## config.mk

```make
export PLATFORM = sky130hd
export DESIGN_NAME = ifid_pipe
export DESIGN_NICKNAME = d
export VERILOG_FILES = /design/src/rtl/ifid_pkg.sv /design/src/rtl/ifid_imm_dec.sv /design/src/rtl/ifid_pipe.sv
export SDC_FILE = /design/constraint.sdc
export NUM_CORES = 1
export LEC_CHECK = 0
export ABC_AREA = 1
export CAP_MARGIN = 20
export CORE_MARGIN = 5
export CORE_UTILIZATION = 42
export DETAILED_ROUTE_END_ITERATION = 6
export GPL_TIMING_DRIVEN = 1
export PLACE_DENSITY = 0.89
export SLEW_MARGIN = 0
export SYNTH_ARGS = -nofsm -noshare
export SYNTH_HDL_FRONTEND = slang
export SYNTH_SLANG_ARGS = --single-unit
```

## constraint.sdc

```tcl
create_clock -name clk -period 2.84 [get_ports clk]
set_input_delay 0.426 -clock clk [delete_from_list [all_inputs] [get_ports clk]]
set_output_delay 0.426 -clock clk [all_outputs]
set_load 0.005 [all_outputs]
```

## src/rtl/ifid_pkg.sv

```systemverilog
// ifid_pkg: shared types for the IF/ID pipeline stage.
//   immode_e       - 3-bit immediate format selector carried alongside each fetched word
//   ifid_payload_t - decoded IF/ID payload (register indices, immediate, PC) at the
//                    widest supported word size; narrower builds use the low bits.
package ifid_pkg;

  localparam int unsigned InsWidth    = 32;
  localparam int unsigned RegIdxWidth = 5;
  localparam int unsigned MaxWordSize = 64;

  typedef enum logic [2:0] {
    IMM_NONE = 3'd0,
    IMM_I    = 3'd1,
    IMM_S    = 3'd2,
    IMM_B    = 3'd3,
    IMM_U    = 3'd4,
    IMM_J    = 3'd5,
    IMM_CSR  = 3'd6,
    IMM_RSVD = 3'd7
  } immode_e;

  typedef struct packed {
    logic [RegIdxWidth-1:0] rdn;
    logic [RegIdxWidth-1:0] rs1n;
    logic [RegIdxWidth-1:0] rs2n;
    logic [MaxWordSize-1:0] imm;
    logic [MaxWordSize-1:0] pc;
  } ifid_payload_t;

endpackage

```

## src/rtl/ifid_imm_dec.sv

```systemverilog
// ifid_imm_dec: purely combinational immediate decoder, shared with later stages.
//   ins    in  32        raw instruction word
//   immode in  3         immediate format (ifid_pkg::immode_e encoding)
//   imm    out WordSize  decoded immediate; sign-extended from ins[31] except CSR
module ifid_imm_dec
  import ifid_pkg::*;
#(
  parameter int unsigned WordSize = 32
) (
  input  logic [InsWidth-1:0] ins,
  input  logic [2:0]          immode,
  output logic [WordSize-1:0] imm
);

  // Opcode bits carry no immediate information.
  logic unused_opcode;
  assign unused_opcode = ^ins[6:0];

  // Sized casts of signed operands sign-extend to WordSize.
  always_comb begin
    imm = '0;
    case (immode_e'(immode))
      IMM_I:   imm = WordSize'($signed(ins[31:20]));
      IMM_S:   imm = WordSize'($signed({ins[31:25], ins[11:7]}));
      IMM_B:   imm = WordSize'($signed({ins[31], ins[7], ins[30:25], ins[11:8], 1'b0}));
      IMM_U:   imm = WordSize'($signed({ins[31:12], 12'b0}));
      IMM_J:   imm = WordSize'($signed({ins[31], ins[19:12], ins[20], ins[30:21], 1'b0}));
      IMM_CSR: imm = WordSize'(ins[19:15]);
      default: imm = '0;
    endcase
  end

endmodule

```

## src/rtl/ifid_pipe.sv

```systemverilog
// ifid_pipe: valid/ready handshaked IF/ID stage with synchronous flush.
// Build option: define IFID_SKID_EN for a one-entry skid buffer and a registered
// in_ready (no combinational out_ready -> in_ready path).
//   clk, rst                  clock, asynchronous active-high reset
//   in_valid / in_ready       fetch-side handshake
//   ins, pc_in, immode        fetched word, its PC, and its immediate format
//   flush                     drop every held and incoming instruction
//   out_valid / out_ready     decode-side handshake
//   rdn, rs1n, rs2n, imm, pc  decoded payload (registered)
module ifid_pipe
  import ifid_pkg::*;
#(
  parameter int unsigned WordSize = 32  // 32 or 64
) (
  input  logic                   clk,
  input  logic                   rst,
  input  logic                   in_valid,
  output logic                   in_ready,
  input  logic [InsWidth-1:0]    ins,
  input  logic [WordSize-1:0]    pc_in,
  input  logic [2:0]             immode,
  input  logic                   flush,
  output logic                   out_valid,
  input  logic                   out_ready,
  output logic [RegIdxWidth-1:0] rdn,
  output logic [RegIdxWidth-1:0] rs1n,
  output logic [RegIdxWidth-1:0] rs2n,
  output logic [WordSize-1:0]    imm,
  output logic [WordSize-1:0]    pc
);

  logic [WordSize-1:0] imm_dec_c;
  ifid_payload_t       in_pld_c;
  ifid_payload_t       out_q, out_d;
  logic                out_valid_q, out_valid_d;
  logic                in_xfer_c, out_xfer_c;

  ifid_imm_dec #(.WordSize(WordSize)) u_imm_dec (
    .ins    (ins),
    .immode (immode),
    .imm    (imm_dec_c)
  );

  // Decode on the way in; only the decoded fields are stored.
  always_comb begin
    in_pld_c      = '0;
    in_pld_c.rdn  = ins[11:7];
    in_pld_c.rs1n = ins[19:15];
    in_pld_c.rs2n = ins[24:20];
    in_pld_c.imm  = MaxWordSize'(imm_dec_c);
    in_pld_c.pc   = MaxWordSize'(pc_in);
  end

  assign in_xfer_c  = in_valid && in_ready;
  assign out_xfer_c = out_valid_q && out_ready;

`ifdef IFID_SKID_EN
  ifid_payload_t skid_q, skid_d;
  logic          skid_valid_q, skid_valid_d;
  logic          in_ready_q;

  assign in_ready = in_ready_q;

  // Next state: flush wins; a drain refills output from skid first; a stalled
  // output diverts the incoming word into the skid.
  always_comb begin
    out_d        = out_q;
    out_valid_d  = out_valid_q;
    skid_d       = skid_q;
    skid_valid_d = skid_valid_q;
    if (flush) begin
      out_valid_d  = 1'b0;
      skid_valid_d = 1'b0;
    end else if (out_xfer_c) begin
      if (skid_valid_q) begin
        out_d        = skid_q;
        skid_valid_d = 1'b0;
      end else if (in_xfer_c) begin
        out_d = in_pld_c;
      end else begin
        out_valid_d = 1'b0;
      end
    end else if (in_xfer_c) begin
      if (out_valid_q) begin
        skid_d       = in_pld_c;
        skid_valid_d = 1'b1;
      end else begin
        out_d       = in_pld_c;
        out_valid_d = 1'b1;
      end
    end
  end

  // State registers; in_ready tracks "skid empty" one edge behind the skid update.
  always_ff @(posedge clk or posedge rst) begin
    if (rst) begin
      out_q        <= '0;
      out_valid_q  <= 1'b0;
      skid_q       <= '0;
      skid_valid_q <= 1'b0;
      in_ready_q   <= 1'b1;
    end else begin
      out_q        <= out_d;
      out_valid_q  <= out_valid_d;
      skid_q       <= skid_d;
      skid_valid_q <= skid_valid_d;
      in_ready_q   <= !skid_valid_d;
    end
  end

  if (WordSize < MaxWordSize) begin : g_skid_narrow
    logic unused_skid_hi;
    assign unused_skid_hi = ^{skid_q.imm[MaxWordSize-1:WordSize], skid_q.pc[MaxWordSize-1:WordSize]};
  end
`else
  // Without a skid the stage can take a word whenever the output frees this cycle.
  assign in_ready = !out_valid_q || out_ready;

  // Next state: flush wins; otherwise load on accept, empty on a bare drain.
  always_comb begin
    out_d       = out_q;
    out_valid_d = out_valid_q;
    if (flush) begin
      out_valid_d = 1'b0;
    end else if (in_xfer_c) begin
      out_d       = in_pld_c;
      out_valid_d = 1'b1;
    end else if (out_xfer_c) begin
      out_valid_d = 1'b0;
    end
  end

  // State registers.
  always_ff @(posedge clk or posedge rst) begin
    if (rst) begin
      out_q       <= '0;
      out_valid_q <= 1'b0;
    end else begin
      out_q       <= out_d;
      out_valid_q <= out_valid_d;
    end
  end
`endif

  // Payload storage is sized for the widest build; narrow builds ignore the top bits.
  if (WordSize < MaxWordSize) begin : g_out_narrow
    logic unused_out_hi;
    assign unused_out_hi = ^{out_q.imm[MaxWordSize-1:WordSize], out_q.pc[MaxWordSize-1:WordSize]};
  end

  assign out_valid = out_valid_q;
  assign rdn       = out_q.rdn;
  assign rs1n      = out_q.rs1n;
  assign rs2n      = out_q.rs2n;
  assign imm       = out_q.imm[WordSize-1:0];
  assign pc        = out_q.pc[WordSize-1:0];

endmodule

```

==> results.json, run 1 <==
{
  "postCtsSetupBuffers": 0,
  "holdBufCountCts": 0,
  "yosysWarnings": 0,
  "synth_cell_types": 19,
  "cp.required_ps": 3100,
  "drive_above_1_share_pct": 7.13,
  "status": "complete, no violations",
  "grt_pass1_vias": 3249,
  "numCtsBuffers": 9,
  "seq_area_mm2": 0.00200,
  "die_area_mm2": 0.0101,
  "syn_to_final_growth_pct": 48.2,
  "synth_compound_area_share_pct": 3.62,
  "dp.cells": 651,
  "grt-ovfl-total": 0,
  "yosys.area_share.simple_pct": 32.7,
  "path_class": "in -> reg",
  "netlist_top_cells_count": "nand2_1 (234), dfrtp_1 (80), nand3_1 (24)",
  "htreeDepth": 3,
  "place.gp.congestion": 0.776,
  "fmax_mhz": 504,
  "hold_viol": 0,
  "yosysMostFrequentCell": "nand2_1",
  "wl_per_cell_um": 14.5,
  "drtAntennaViolNets": 0,
  "synth_edf_count": 0,
  "worst_pin_slew_ps": 855,
  "holdWs_ps": 471,
  "cts-resized-gates": 0,
  "tritoncts": "built",
  "synth_top_family_by_area": "simple AND/OR/NAND/NOR gates",
  "rsz0062_at_grt": "no",
  "die_height_um": 101,
  "clk_latency_ps": 340,
  "finClkSkew_ps": 8.86,
  "critical_path.startpoint_type": "input port",
  "clock-root-buffer": "clkbuf_8",
  "firstDrtPassIters": 4,
  "grt_start_max_net_pins": 70,
  "core_area_mm2": 0.00813,
  "start_util_pct": 42.5,
  "netlist_area_mm2": 0.00346,
  "period_minus_slack_ps": 1980,
  "dp_hpwl_um": 7160,
  "drc": 0,
  "drtIter0Drc": 116,
  "die_w_um": 101,
  "antenna_cells": 0,
  "cts.sinks": 80,
  "fillers": 680,
  "vdd_drop_max_mv": 0.260,
  "grt_pass1_wl_um": 16000,
  "ys.flop_type": "dfrtp_1",
  "clk_path_buf_depth": 2,
  "vias_per_cell": 4.78,
  "setup-tns-final_ps": 0,
  "yosys.area.top_type_share_pct": 57.9,
  "io_buffers": 145,
  "hold_path.class": "reg -> reg",
  "syn_inst": 416,
  "multi_input_comb_area_mm2": 0.00126,
  "period_share_pct": 69.8,
  "nNetsFinal": 629,
  "maxSlewViolCount": 0,
  "synth_top_cell_by_area": "dfrtp_1",
  "syn_area_per_cell_um2": 8.31,
  "slew_headroom_pct": 42.9,
  "critical_path_arrival_ps": 2250,
  "drt_wl_total_um": 9630,
  "std_cell_rows": 33,
  "via_count": 3182,
  "ioPinCount": 153,
  "synthXorXnorAreaFrac_pct": 0,
  "async_flop_share_pct": 100,
  "syn-num-nets": 488,
  "synth-seq-cells": 80,
  "maxCapViolCount": 0,
  "power_density_mw_per_mm2": 557,
  "muxShareOfSynthArea_pct": 0,
  "yosys-top-cells-area": "dfrtp_1 (58%), nand2_1 (25%), nand3_1 (3.5%)",
  "clk_pin_slew_worst_paths_ps": 80,
  "synth_fa_ha_area_share_pct": 0,
  "grt_usage_pct": 19.8,
  "stdcell_count": 666,
  "synth_seq_area_share_pct": 57.9,
  "endpoint_kind": "flip-flop",
  "cp_max_fo": 56,
  "setup_violations": 0,
  "p_leak_uw": 0.00258,
  "antenna_found_initial": 0
}
-- through the flow --
stage               setup slack, ps  total power (µW)  cell area (µm²)  util (%)
floorplan                       362              1650             3460         -
global placement                564              2130             4960      60.9
detailed placement              504              2160             4960      60.9
CTS                             854              2890             5120      62.9
global route                    673              3020             5120      62.9
finish                          857              2850             5120      62.9
-- registers in the layout, summed over array words and instances, names as in the netlist --
signal / count
imm: 32
out_valid: 1
pc: 32
rdn: 5
rs1n: 5
rs2n: 5
-- final timing paths --
kind	startpoint	end	cells after the start	slack [ps]
max	out_ready	imm[15]	9	860
min	pc[28]	pc[28]	2	470
max reg2reg	out_valid	imm[15]	7	1050
min reg2reg	pc[28]	pc[28]	2	470
max in group asynchronous	rst	pc[6]	3	1700
min in group asynchronous	rst	pc[20]	2	480
-- metal layers --
| metal | GRT usage [%] | part of all wire (%) | routed length (µm) |
|---|---|---|---|
| met4 | 7.88 | 2.4 | 231 |
| met2 | 31.3 | 50 | 4810 |
| met3 | 4.71 | 6.0 | 575 |
| met5 | 0 | 0 | 0 |
| met1 | 26.2 | 42 | 4020 |
-- cells by family after synthesis --
family                 count (synthesis)
AND/OR/NAND/NOR                      276
flip-flops                            80
AO/OA/AOI/OAI                         22
buffers and inverters                 38
-- layout by cell type (no fill, tap or decap) --
master,instances
nand2_1,234
clkdlybuf4s50_1,145
dfrtp_1,80
nand3_1,24
inv_1,14
o21ai_0,11
clkbuf_8,10
nand2_2,9
o21ai_1,5
inv_2,4
o21ai_2,4
nand2_4,3
clkinv_2,3
buf_4,3
nor2_4,2
nor2_1,2
a21oi_1,2
nand4_1,2
clkbuf_1,2
clkinv_4,1
buf_12,1
-- where the power goes --
part	switching [µW]	internal (µW)	total, µW	leakage [µW]
registers	88.6	1300	1390	0.00101
logic	303	434	738	0.00148
clock network	392	337	729	0.0000862
-- critical path, stage by stage --
cell and delay [ps]:
clkdlybuf4s50_1 420, inv_2 60, nand2_2 50, nand2_1 110
nor2_4 40, inv_2 610, buf_4 350, nand2_1 80
nand2_1 70
-- final cells by class --
class / instances / share of cell area [%]
clock buffers: 12 / 2.83
clock inverters: 3 / 0.367
inverters: 19 / 1.42
multi-input cells: 298 / 24.5
flip-flops and latches: 80 / 39.1
well taps: 105 / 2.57
repair buffers: 149 / 29.2
Power figures use the tool's default switching activity.
==> run 2: changes to the inputs <==
- clock period: 2.84 -> 1.9 ns (I/O delays scaled with it)
==> run 2 against run 1 <==
Against the previous run: count of clock-buffer cells in the layout fell by 2; critical path type is now in -> out; routed wire length is 0.10% lower; die area did not move; hold slack got worse by 55 ps; sequential share of layout area is 0.70 points lower; global-route usage rose by 0.091 points; final cell count increased by 0.90%; power grew 57%.
==> results.json, run 2 (synthesized netlist as in run 1, its figures left out) <==
{
  "critical_path_arrival_ps": 1360,
  "path_buf_inv": 3,
  "worst_pin_slew_ps": 434,
  "status": "complete, no violations",
  "fmax_mhz": 606,
  "drc": 0,
  "holdBufCountCts": 0,
  "finalPower_uw": 4470,
  "power_density_mw_per_mm2": 858,
  "hold_viol": 0,
  "mostFrequentLayoutCell": "nand2_1",
  "io_buffers": 145,
  "clkPwrFrac_pct": 28.8,
  "vias_per_cell": 4.73,
  "ioPinCount": 153,
  "antenna_found_initial": 0,
  "antenna_cells": 0,
  "drtAntennaViolNets": 0,
  "critical_path.startpoint_type": "input port",
  "crit_top_cell": "clkdlybuf4s50_1",
  "reg2reg_from": "out_valid",
  "cp_slowest_stage_delay_ps": 510,
  "reg2reg_depth": 6,
  "grt-ovfl-total": 0,
  "cts-resized-gates": 0,
  "clk_latency_ps": 340,
  "p_leak_uw": 0.00262,
  "cp.required_ps": 1620,
  "setup-tns-final_ps": 0,
  "finClkSkew_ps": 8.11,
  "grt_usage_pct": 19.9,
  "crit_chain": "clkdlybuf4s50_1, inv_2, nand2_2, clkdlybuf4s50_1",
  "final_core_util_pct": 64.1,
  "p_sw_uw": 1230,
  "seq_power_share_pct": 46.3,
  "cts.sinks": 80,
  "die_area_mm2": 0.0101,
  "tritoncts": "built",
  "drt_wl_total_um": 9620,
  "nNetsFinal": 634,
  "clk_path_buf_depth": 2,
  "grt_pass1_wl_um": 16200,
  "start_util_pct": 42.5,
  "clock-root-buffer": "clkbuf_8",
  "core_area_mm2": 0.00813,
  "std_cell_rows": 33,
  "crit_family": "buffers and inverters",
  "r2r_setup_slack_ps": 510,
  "drive_above_1_share_pct": 8.47,
  "numCtsBuffers": 9,
  "via_count": 3179,
  "rsz0062_at_grt": "no",
  "wl_per_cell_um": 14.3,
  "die_height_um": 101,
  "r2r_end": "imm[10]",
  "path_class": "in -> out",
  "vdd_drop_max_mv": 0.507,
  "setup_violations": 0,
  "slowest_stage": "clkdlybuf4s50_1",
  "maxCapViolCount": 0,
  "grt_pass1_vias": 3338,
  "htreeDepth": 3,
  "final_cell_mix": "nand2_1 (234), clkdlybuf4s50_1 (145), dfrtp_1 (80), nand3_1 (24), inv_1 (14)",
  "slew_headroom_pct": 71.1,
  "postCtsSetupBuffers": 0,
  "firstDrtPassIters": 4,
  "grt_start_max_net_pins": 81,
  "cp_max_fo": 3,
  "hold_path.class": "in -> async",
  "period_share_pct": 86.8,
  "place.gp.congestion": 0.828,
  "power_frac_comb_pct": 24.8,
  "p_int_uw": 3250,
  "die_w_um": 101,
  "clk_pin_slew_worst_paths_ps": 80,
  "p_sw_share_pct": 27.4,
  "syn_to_final_growth_pct": 50.9,
  "dp_hpwl_um": 7230,
  "drtIter0Drc": 69,
  "fillers": 681,
  "period_minus_slack_ps": 1650,
  "maxSlewViolCount": 0,
  "endpoint_kind": "output pin"
}
==> run 2: worst register-to-register path, delay by kind of cell, from the launching register on <==
kind,cells,cell delay [ps]
buf+inv,1,400
flops,1,400
simple gates,5,550
==> run 2: area by class of cell <==
class	count	area [µm²]	area share, %
Sequential cell	80	2000	38.4
Timing Repair Buffer	154	1540	29.6
Multi-Input combinational cell	298	1260	24.1
Clock buffer	10	138	2.64
Tap cell	105	131	2.52
Inverter	19	75.1	1.44
Clock inverter	6	67.6	1.30
==> run 2: power by group through the flow <==
stage | clock (µW) | combinational (µW) | sequential, µW
final | 1290 | 1110 | 2070
after CTS | 1300 | 1130 | 2080
after global routing | 1390 | 1230 | 2110
after floorplan | 0 | 353 | 2120
after detailed placement | 0 | 1130 | 2110
after global placement | 0 | 1100 | 2090
==> run 2: routing by layer <==
layer	up-vias	global-route usage, %	wire [µm]
li1	1567	-	-
met1	1498	24.6	3980
met2	103	34.9	4850
met3	11	4.78	668
met4	0	4.87	116
met5	-	0	0
==> run 2: worst max path at each step <==
| stage | from | end | slack [ps] | cells after the start |
|---|---|---|---|---|
| after floorplan | out_valid | pc[0] | 620 | 8 |
| after global placement | out_ready | imm[8] | 180 | 8 |
| after detailed placement | out_ready | imm[10] | 120 | 8 |
| after CTS | out_ready | in_ready | 250 | 4 |
| after global routing | out_ready | in_ready | 220 | 4 |
| final | out_ready | in_ready | 250 | 4 |
==> run 2: metrics by stage <==
step	instances	hold WS [ps]	worst slack (ps)	instance area (µm²)
2_1_floorplan	416	348	620	3460
3_3_place_gp	656	452	182	5010
3_5_place_dp	656	458	120	5010
4_1_cts	672	433	251	5210
5_1_grt	672	467	217	5210
6_report	672	417	251	5210
